**config.mk**
```make
export PLATFORM = sky130hd
export DESIGN_NAME = grf_regfile
export DESIGN_NICKNAME = d
export VERILOG_FILES = /design/src/rtl/grf_pkg.sv /design/src/rtl/grf_read_port.sv /design/src/rtl/grf_regfile.sv
export SDC_FILE = /design/constraint.sdc
export NUM_CORES = 2
export LEC_CHECK = 0
export CELL_PAD_IN_SITES_DETAIL_PLACEMENT = 0
export CELL_PAD_IN_SITES_GLOBAL_PLACEMENT = 1
export CORE_ASPECT_RATIO = 1.25
export CORE_MARGIN = 4
export CORE_UTILIZATION = 25
export DETAILED_ROUTE_END_ITERATION = 8
export PLACE_DENSITY = 0.58
export SLEW_MARGIN = 20
export SYNTH_ARGS = -nofsm -noshare
export SYNTH_HDL_FRONTEND = slang
export SYNTH_SLANG_ARGS = --single-unit
```
**constraint.sdc**
```tcl
create_clock -name clk -period 8.08 [get_ports clk]
set_input_delay 1.616 -clock clk [delete_from_list [all_inputs] [get_ports clk]]
set_output_delay 1.616 -clock clk [all_outputs]
set_load 0.01 [all_outputs]
```
**src/rtl/grf_pkg.sv**
```systemverilog
// Shared definitions for the grf register file: sizes, the zero-register
// constant, the write-trace beat layout and small datapath helpers.
package grf_pkg;

    localparam int NREG = 32;
    localparam int DW   = 32;
    localparam int AW   = 5;

    localparam logic [AW-1:0] REG_ZERO = 5'd0;
    localparam logic [31:0]   CNT_MAX  = 32'hFFFF_FFFF;

    // One retired write as seen on the trace outputs.
    typedef struct packed {
        logic [DW-1:0] pc;
        logic [AW-1:0] addr;
        logic [DW-1:0] data;
    } trace_beat_t;

    // A write only changes architectural state when it targets a real register.
    function automatic logic wr_effective(input logic we, input logic [AW-1:0] a3);
        return we && (a3 != REG_ZERO);
    endfunction

    // Increment that sticks at all-ones instead of wrapping back to zero.
    function automatic logic [31:0] sat_inc(input logic [31:0] cnt);
        logic [31:0] nxt;
        if (cnt == CNT_MAX) begin
            nxt = CNT_MAX;
        end else begin
            nxt = cnt + 32'd1;
        end
        return nxt;
    endfunction

endpackage

```
**src/rtl/grf_read_port.sv**
```systemverilog
// One D-stage read port: selects the addressed register, forces index 0 to
// zero, bypasses same-cycle write data and flags reads of unwritten registers.
module grf_read_port
    import grf_pkg::*;
(
    input  logic [AW-1:0]            addr_i,
    input  logic                     use_i,
    input  logic                     we_i,
    input  logic [AW-1:0]            a3_i,
    input  logic [DW-1:0]            wd_i,
    input  logic [NREG-1:0][DW-1:0]  regs_i,
    input  logic [NREG-1:0]          written_i,
    output logic [DW-1:0]            rd_o,
    output logic                     uninit_o
);

    logic w_zero;
    logic w_hit;

    assign w_zero = (addr_i == REG_ZERO);
    // The bypass ignores reset on purpose: reset only blocks the stored update.
    assign w_hit  = we_i && (a3_i == addr_i);

    // Read mux: zero register, then same-cycle write data, then stored value.
    always_comb begin
        rd_o = {DW{1'b0}};
        if (w_zero) begin
            rd_o = {DW{1'b0}};
        end else if (w_hit) begin
            rd_o = wd_i;
        end else begin
            rd_o = regs_i[addr_i];
        end
    end

    // A consumed read is uninitialised unless the register was written
    // earlier or is being written in this very cycle.
    always_comb begin
        uninit_o = 1'b0;
        if (use_i && !w_zero && !written_i[addr_i] && !w_hit) begin
            uninit_o = 1'b1;
        end else begin
            uninit_o = 1'b0;
        end
    end

endmodule

```
**src/rtl/grf_regfile.sv**
```systemverilog
// Register file at the end of the write-back path. Holds the architectural
// registers, a written bitmap, a saturating write counter and a one-cycle
// registered write trace; two grf_read_port instances serve the D stage.
module grf_regfile
    import grf_pkg::*;
#(
    // Value the write counter takes on reset; nonzero only for test harnesses
    // that need to reach saturation without billions of writes.
    parameter logic [31:0] P_CNT_RST = 32'h0000_0000
)
(
    input  logic          clk,
    input  logic          reset,
    input  logic          we_i,
    input  logic [AW-1:0] a3_i,
    input  logic [DW-1:0] wd_i,
    input  logic [DW-1:0] pc_w_i,
    input  logic [AW-1:0] a1_i,
    input  logic [AW-1:0] a2_i,
    input  logic          use1_i,
    input  logic          use2_i,
    output logic [DW-1:0] rd1_o,
    output logic [DW-1:0] rd2_o,
    output logic          uninit_rd_o,
    output logic          trace_vld_o,
    output logic [DW-1:0] trace_pc_o,
    output logic [AW-1:0] trace_a_o,
    output logic [DW-1:0] trace_d_o,
    output logic [31:0]   wr_cnt_o
);

    logic [NREG-1:0][DW-1:0] r_regs;
    logic [NREG-1:0]         r_written;
    logic [31:0]             r_wr_cnt;
    logic                    r_trace_vld;
    trace_beat_t             r_trace;

    logic                    w_wr_eff;
    trace_beat_t             w_trace_nxt;
    logic                    w_uninit1;
    logic                    w_uninit2;

    assign w_wr_eff = wr_effective(we_i, a3_i);

    // Register array and written bitmap; index 0 is never stored, and its
    // bitmap bit is set at reset so it never counts as uninitialised.
    always_ff @(posedge clk) begin
        if (reset) begin
            r_regs    <= {(NREG*DW){1'b0}};
            r_written <= {{(NREG-1){1'b0}}, 1'b1};
        end else if (w_wr_eff) begin
            r_regs[a3_i]    <= wd_i;
            r_written[a3_i] <= 1'b1;
        end else begin
            r_regs    <= r_regs;
            r_written <= r_written;
        end
    end

    // Count of effective writes, saturating at all-ones.
    always_ff @(posedge clk) begin
        if (reset) begin
            r_wr_cnt <= P_CNT_RST;
        end else if (w_wr_eff) begin
            r_wr_cnt <= sat_inc(r_wr_cnt);
        end else begin
            r_wr_cnt <= r_wr_cnt;
        end
    end

    // Trace beat for the write being retired; data shows what is really
    // stored, so writes to register 0 report zero.
    always_comb begin
        w_trace_nxt      = '{pc: {DW{1'b0}}, addr: REG_ZERO, data: {DW{1'b0}}};
        w_trace_nxt.pc   = pc_w_i;
        w_trace_nxt.addr = a3_i;
        if (a3_i == REG_ZERO) begin
            w_trace_nxt.data = {DW{1'b0}};
        end else begin
            w_trace_nxt.data = wd_i;
        end
    end

    // Trace valid pulses once per write (including to register 0); fields hold otherwise.
    always_ff @(posedge clk) begin
        if (reset) begin
            r_trace_vld <= 1'b0;
            r_trace     <= '{pc: {DW{1'b0}}, addr: REG_ZERO, data: {DW{1'b0}}};
        end else if (we_i) begin
            r_trace_vld <= 1'b1;
            r_trace     <= w_trace_nxt;
        end else begin
            r_trace_vld <= 1'b0;
            r_trace     <= r_trace;
        end
    end

    grf_read_port u_rp1 (
        .addr_i    (a1_i),
        .use_i     (use1_i),
        .we_i      (we_i),
        .a3_i      (a3_i),
        .wd_i      (wd_i),
        .regs_i    (r_regs),
        .written_i (r_written),
        .rd_o      (rd1_o),
        .uninit_o  (w_uninit1)
    );

    grf_read_port u_rp2 (
        .addr_i    (a2_i),
        .use_i     (use2_i),
        .we_i      (we_i),
        .a3_i      (a3_i),
        .wd_i      (wd_i),
        .regs_i    (r_regs),
        .written_i (r_written),
        .rd_o      (rd2_o),
        .uninit_o  (w_uninit2)
    );

    assign uninit_rd_o = w_uninit1 | w_uninit2;
    assign trace_vld_o = r_trace_vld;
    assign trace_pc_o  = r_trace.pc;
    assign trace_a_o   = r_trace.addr;
    assign trace_d_o   = r_trace.data;
    assign wr_cnt_o    = r_wr_cnt;

endmodule

```
# Word level (Yosys, flattened, before mapping)
# Cells that the tools add are included.
# word_totals
reg_bits	1158
inputBits	84
out_inout_bits	167
word_cells	90
# op_classes
eq_ne	3
bitwise	2
magnitude_cmp	4
n_reduce_logical	20
addsub	1
muxes	22
# op_table
op	n
$bwmux W1024	1
$bmux W32 S5	2
$mux W32	9
$demux W32 S5	1
$add A32 B1 Y32 const B	1
$eq A32 B32 Y1 const B	1
$or A32 B32 Y32	1
$lt A5 B6 Y1 const B	3
$logic_not A5 Y1	3
$bmux W1 S5	2
$eq A5 B5 Y1	2
$logic_and A1 B1 Y1	10
$logic_not A1 Y1	6
$mux W1	6
$demux W1 S5	1
$ge A5 B1 Y1 const B	1
$reduce_bool A5 Y1	1
$or A1 B1 Y1	1

# Depth between registers and ports, before layout
# logic_depth
word_depth	7
depth_mapped	10
depth_no_buf	5

# Hierarchy
# From an unflattened synthesis, not the netlist that was laid out.
# hier_totals
cells_unflattened	6796
hier_area_um2	58549.9
# by_module_without_submodules
module	cells_each	n_inst	seq_area_each_um2	area_each_um2
grf_regfile	5070	1	23182.2	40239.8
grf_read_port	863	2	0.0	9155.0

# Least setup slack after synthesis
# No wires, ideal clock.
# synth_path
path_type	in2out
from	input a1_i[1]
to	output rd1_o[19]
t_arrival_ns	3.354
cell_stages	7
path_buffers	3
required_time_ns	6.464
slack_ns	3.110
path_cell_list	buf_4 -> buf_2 -> buf_1 -> mux4_2 -> mux4_2 -> o22ai_1 -> nor2_1
# synth_via
elab_chain_cells	4
elab_cells_between_ends	7
cone_classes	eq/ne (1); mux (4); reduce/logical (2)
# synth_lines
item	line_no	rtl
from (decl)	grf_regfile.sv:18	input logic [AW-1:0] a1_i,
$bmux W32 S5 or $eq A5 B5 Y1 (tied branches)	grf_read_port.sv:32, grf_read_port.sv:22	
$mux W32 (implied by the code) or $logic_and A1 B1 Y1 (tied branches)	grf_read_port.sv:32, grf_read_port.sv:22	
$mux W32	grf_read_port.sv:29	end else if (w_hit) begin
$mux W32 *	grf_read_port.sv:27	if (w_zero) begin
to (decl)	grf_regfile.sv:22	output logic [DW-1:0] rd1_o,
# Mark *: on every way between the ends. The rest lies on a longest branch, timed or not. The select of a mux whose other input is x is not followed.

# Worst setup path after layout
# layout_path
from	input a2_i[2]
to	output rd2_o[0]
# layout_via
elab_chain_cells	4
elab_cells_between_ends	7
cone_classes	eq/ne (1); mux (4); reduce/logical (2)
# layout_lines
item	line_no	rtl
from (decl)	grf_regfile.sv:19	input logic [AW-1:0] a2_i,
$bmux W32 S5 or $eq A5 B5 Y1 (tied branches)	grf_read_port.sv:32, grf_read_port.sv:22	
$mux W32 (implied by the code) or $logic_and A1 B1 Y1 (tied branches)	grf_read_port.sv:32, grf_read_port.sv:22	
$mux W32	grf_read_port.sv:29	
$mux W32 *	grf_read_port.sv:27	
to (decl)	grf_regfile.sv:23	output logic [DW-1:0] rd2_o,
# Marks and branches as above.

==> impl_metrics.tcl <==
set metrics [dict create \
    remaining_drc_errors 0 \
    dieArea_sq_um 243000 \
    synth-edff-count 0 \
    hp-class "reg -> reg" \
    holdBufCountCts 0 \
    synth_mux_area_frac 0.229 \
    max_freq_ghz 0.142 \
    grt_util_all_layers 0.218 \
    grt_setup_unrepaired "no" \
    worstMarginPinSlew_ns 1.21 \
    hp-start "r_regs[326]" \
    p_leak_nw 21.9 \
    path_cells "buf_4, xor2_1, nor4_1, nand3_4, buf_4, a31oi_1, clkdlybuf4s50_1" \
    synth.distinct_cells 74 \
    cp.required_ns 6.46 \
    core.rowCount 198 \
    cts_tree "built" \
    ff2ff_setup_slack_ns 5.50 \
    critPathArrivalTime_ns 5.41 \
    ys_seq_elements 1158 \
    clock_path_buffers 3 \
    irDropWorstVdd_mv 0.174 \
    setup_viol 0 \
    clock_power_share 0.455 \
    cp_common_cell "buf_4" \
    htreeDepth 3 \
    syn_area_sq_um 58700 \
    gr-max-usage-layer "met2" \
    reg2reg_depth 5 \
    swShare 0.268 \
    grtUsageMet2 0.357 \
    grt_use_met3 0.0345 \
    postCtsSetupBuffers 0 \
    start_util 0.252 \
    wirelength_microns 275000 \
    hold_viol_final 0 \
    yosys.area_share.simple 0.173 \
    syn_to_final_growth_pct 16.1 \
    cp-end-kind "output port" \
    drive_gt1_frac 0.147 \
    grt_pass1_wl_microns 386000 \
    synth-xor-area-share 0.00343 \
    use_met1 0.274 \
    cts_root_buf "clkbuf_16" \
    status "completed" \
    numClockSinks 1158 \
    async_flop_share 0 \
    gp_congestion 0.868 \
    drt-initial-drc-count 5437 \
    finClkSkew_ns 0.0146 \
    power-per-cell-area_nw_per_um2 193 \
    cp-endpoint "rd2_o[0]" \
    min_period_over_period 0.870 \
    worstSetupStartpoint "a2_i[2]" \
    antenna_found_initial 7 \
    via_per_inst 5.39 \
    io-pin-count 251 \
    grt_max_degree 191 \
    finalWorstSetupSlack_ns 1.05 \
    post-place-ws_ns 1.10 \
    cell_internal_pwr_w 0.00964 \
    fin_crit_ns 7.03 \
    start_kind "input pin" \
    grt-ovfl-total 0 \
    ys_warn_count 0 \
    die_x_microns 441 \
    crit_path_max_fanout 32 \
    vias 52600 \
    r2r_start "wr_cnt_o[12]" \
    syn_nets 6785 \
    ys_seq_area_frac 0.395 \
    synth_cells 6700 \
    path_clk_slew_ns 0.06 \
    final_nets 6647 \
    grt_pass1_vias 50300 \
    synth_ff_type "dfxtp_1" \
    wl_per_cell_microns 28.1 \
    slew_headroom 0.194 \
    cpPeakStageDelay_ns 0.69 \
    r2r-end "wr_cnt_o[31]" \
    post-dp-hpwl_microns 164000 \
    drv_slew 0 \
    portBuffers 250 \
    synth_compound_area_frac 0.144 \
    drv_cap 0 \
    synth_fa_ha_area_frac 0.000213 \
    numCtsBuffers 121 \
    post-route-cell-area_sq_um 68200 \
    design.core.area_sq_um 233000 \
    synth.avg_cell_area_sq_um 8.76 \
    die_height_microns 550 \
    seqPwrFrac 0.441 \
    ant_nets 0 \
    clk_latency_ns 0.77 \
    cp_slowest_cell "nand3_4" \
    ctsResizeCount 0 \
    setup_tns_ns 0 \
    n_fill_cell 24300 \
    first_pass_iters 6 \
    post-route-util 0.292 \
    placed_area_sq_um 64000 \
    critPathKind "in -> out" \
    switching_power_w 0.00352 \
    synth_top_family_by_area "multiplexers" \
    combPwrFrac 0.104 \
]
-- worst max-delay path, delay by kind of cell --
family / cells / cell delay (ns)
AOI/OAI and AO/OA: 1 / 0.54
xor gates and xnor gates: 1 / 0.15
buffers and inverters: 3 / 1.76
and+or+nand+nor: 2 / 1.24
-- sequential cells by signal, summed over array words and instances, names as in the netlist --
name / cells
r_written: 32
trace_vld_o: 1
trace_d_o: 32
r_regs: 1024
trace_pc_o: 32
trace_a_o: 5
wr_cnt_o: 32
-- metrics by stage --
stage	power [W]	instances	hold slack [ns]
2_1_floorplan	0.00669	6700	0.431
3_3_place_gp	0.00729	9539	0.448
3_5_place_dp	0.00729	9539	0.458
4_1_cts	0.0133	9763	0.467
5_1_grt	0.0135	9764	0.482
6_report	0.0132	9766	0.466
-- layer usage --
metal	up-vias	share of wire
met1	26300	0.40
met4	8	0.063
met3	677	0.073
li1	23200	-
met5	-	0.00020
met2	2448	0.47
-- layout make-up --
cell class / count / area [sq um] / area share
diodes: 3 / 7.51 / 0.000110
inverters: 11 / 42.5 / 0.000624
well taps: 3100 / 3880 / 0.0569
repair buffers: 438 / 4220 / 0.0620
multi-input cells: 4832 / 32700 / 0.480
flip-flops and latches: 1158 / 23200 / 0.340
clock buffers: 174 / 3510 / 0.0515
clock inverters: 50 / 619 / 0.00909
-- worst min-delay path by stage --
| stage | depth (start not counted) | to | slack, ns |
|---|---|---|---|
| 2_1_floorplan | 1 | r_written[0] | 0.43 |
| 3_3_place_gp | 2 | r_regs[849] | 0.45 |
| 3_5_place_dp | 2 | r_regs[328] | 0.46 |
| 4_1_cts | 2 | r_regs[341] | 0.47 |
| 5_1_grt | 2 | r_regs[857] | 0.48 |
| 6_report | 2 | r_regs[326] | 0.47 |
-- cells in the mapped netlist (7+ instances only) --
master,n,area share
a221o_1,24,0.0041
a221oi_1,29,0.0043
xor2_1,7,0.0010
or2_2,10,0.0011
nor3_1,53,0.0045
a22oi_1,69,0.0088
clkbuf_1,477,0.031
buf_4,36,0.0046
xnor2_1,16,0.0024
mux4_2,438,0.17
and3_1,11,0.0012
nand2b_1,13,0.0014
o21ai_0,50,0.0043
and2_1,11,0.0012
a221oi_2,17,0.0043
buf_2,112,0.0095
buf_1,38,0.0024
nor2b_1,77,0.0082
o2111ai_1,25,0.0037
nor2_1,219,0.014
buf_6,29,0.0056
nand2_1,2055,0.13
a211oi_1,37,0.0047
mux2_2,13,0.0025
inv_1,10,0.00064
mux2i_1,343,0.058
nor4_1,9,0.00096
o22ai_1,35,0.0037
nand3_1,59,0.0050
o211ai_1,12,0.0015
a31oi_1,13,0.0014
o221a_2,17,0.0033
a21oi_1,1069,0.091
o21ai_1,26,0.0022
or3_1,9,0.00096
dfxtp_1,1158,0.39
-- power by group through the flow --
stage / Combinational [W] / Sequential (W) / Clock (W)
CTS: 0.00136 / 0.00580 / 0.00611
global placement: 0.00136 / 0.00593 / 0
global route: 0.00142 / 0.00581 / 0.00632
finish: 0.00137 / 0.00581 / 0.00599
detailed placement: 0.00136 / 0.00593 / 0
floorplan: 0.000757 / 0.00593 / 0
-- placed cells by master, fill, tap and decap left out, types with 24 or more instances in the layout --
cell,n
a22oi_1,69
nor2_4,31
nor2b_1,75
mux4_2,438
buf_12,26
a211oi_1,37
dfxtp_1,1158
mux2i_1,343
clkbuf_8,27
o2111ai_1,25
buf_4,166
o21ai_1,24
a221oi_1,29
o22ai_1,35
clkdlybuf4s50_1,233
nand2_2,27
clkinv_2,27
nor2_1,188
clkbuf_1,26
nand3_1,57
clkbuf_16,122
nand2_1,2025
a21oi_1,1069
o21ai_0,50
a221o_1,24
nor3_1,52
-- cells by family after synthesis --
| logic type | count (synthesis) |
|---|---|
| multiplexers | 795 |
| buffers and inverters | 710 |
| AO/OA/AOI/OAI | 1464 |
| XOR/XNOR | 23 |
| AND/OR/NAND/NOR | 2549 |
| flip-flops | 1158 |
| adder cells (fa/ha/maj) | 1 |
(Power assumes the default switching activity.)
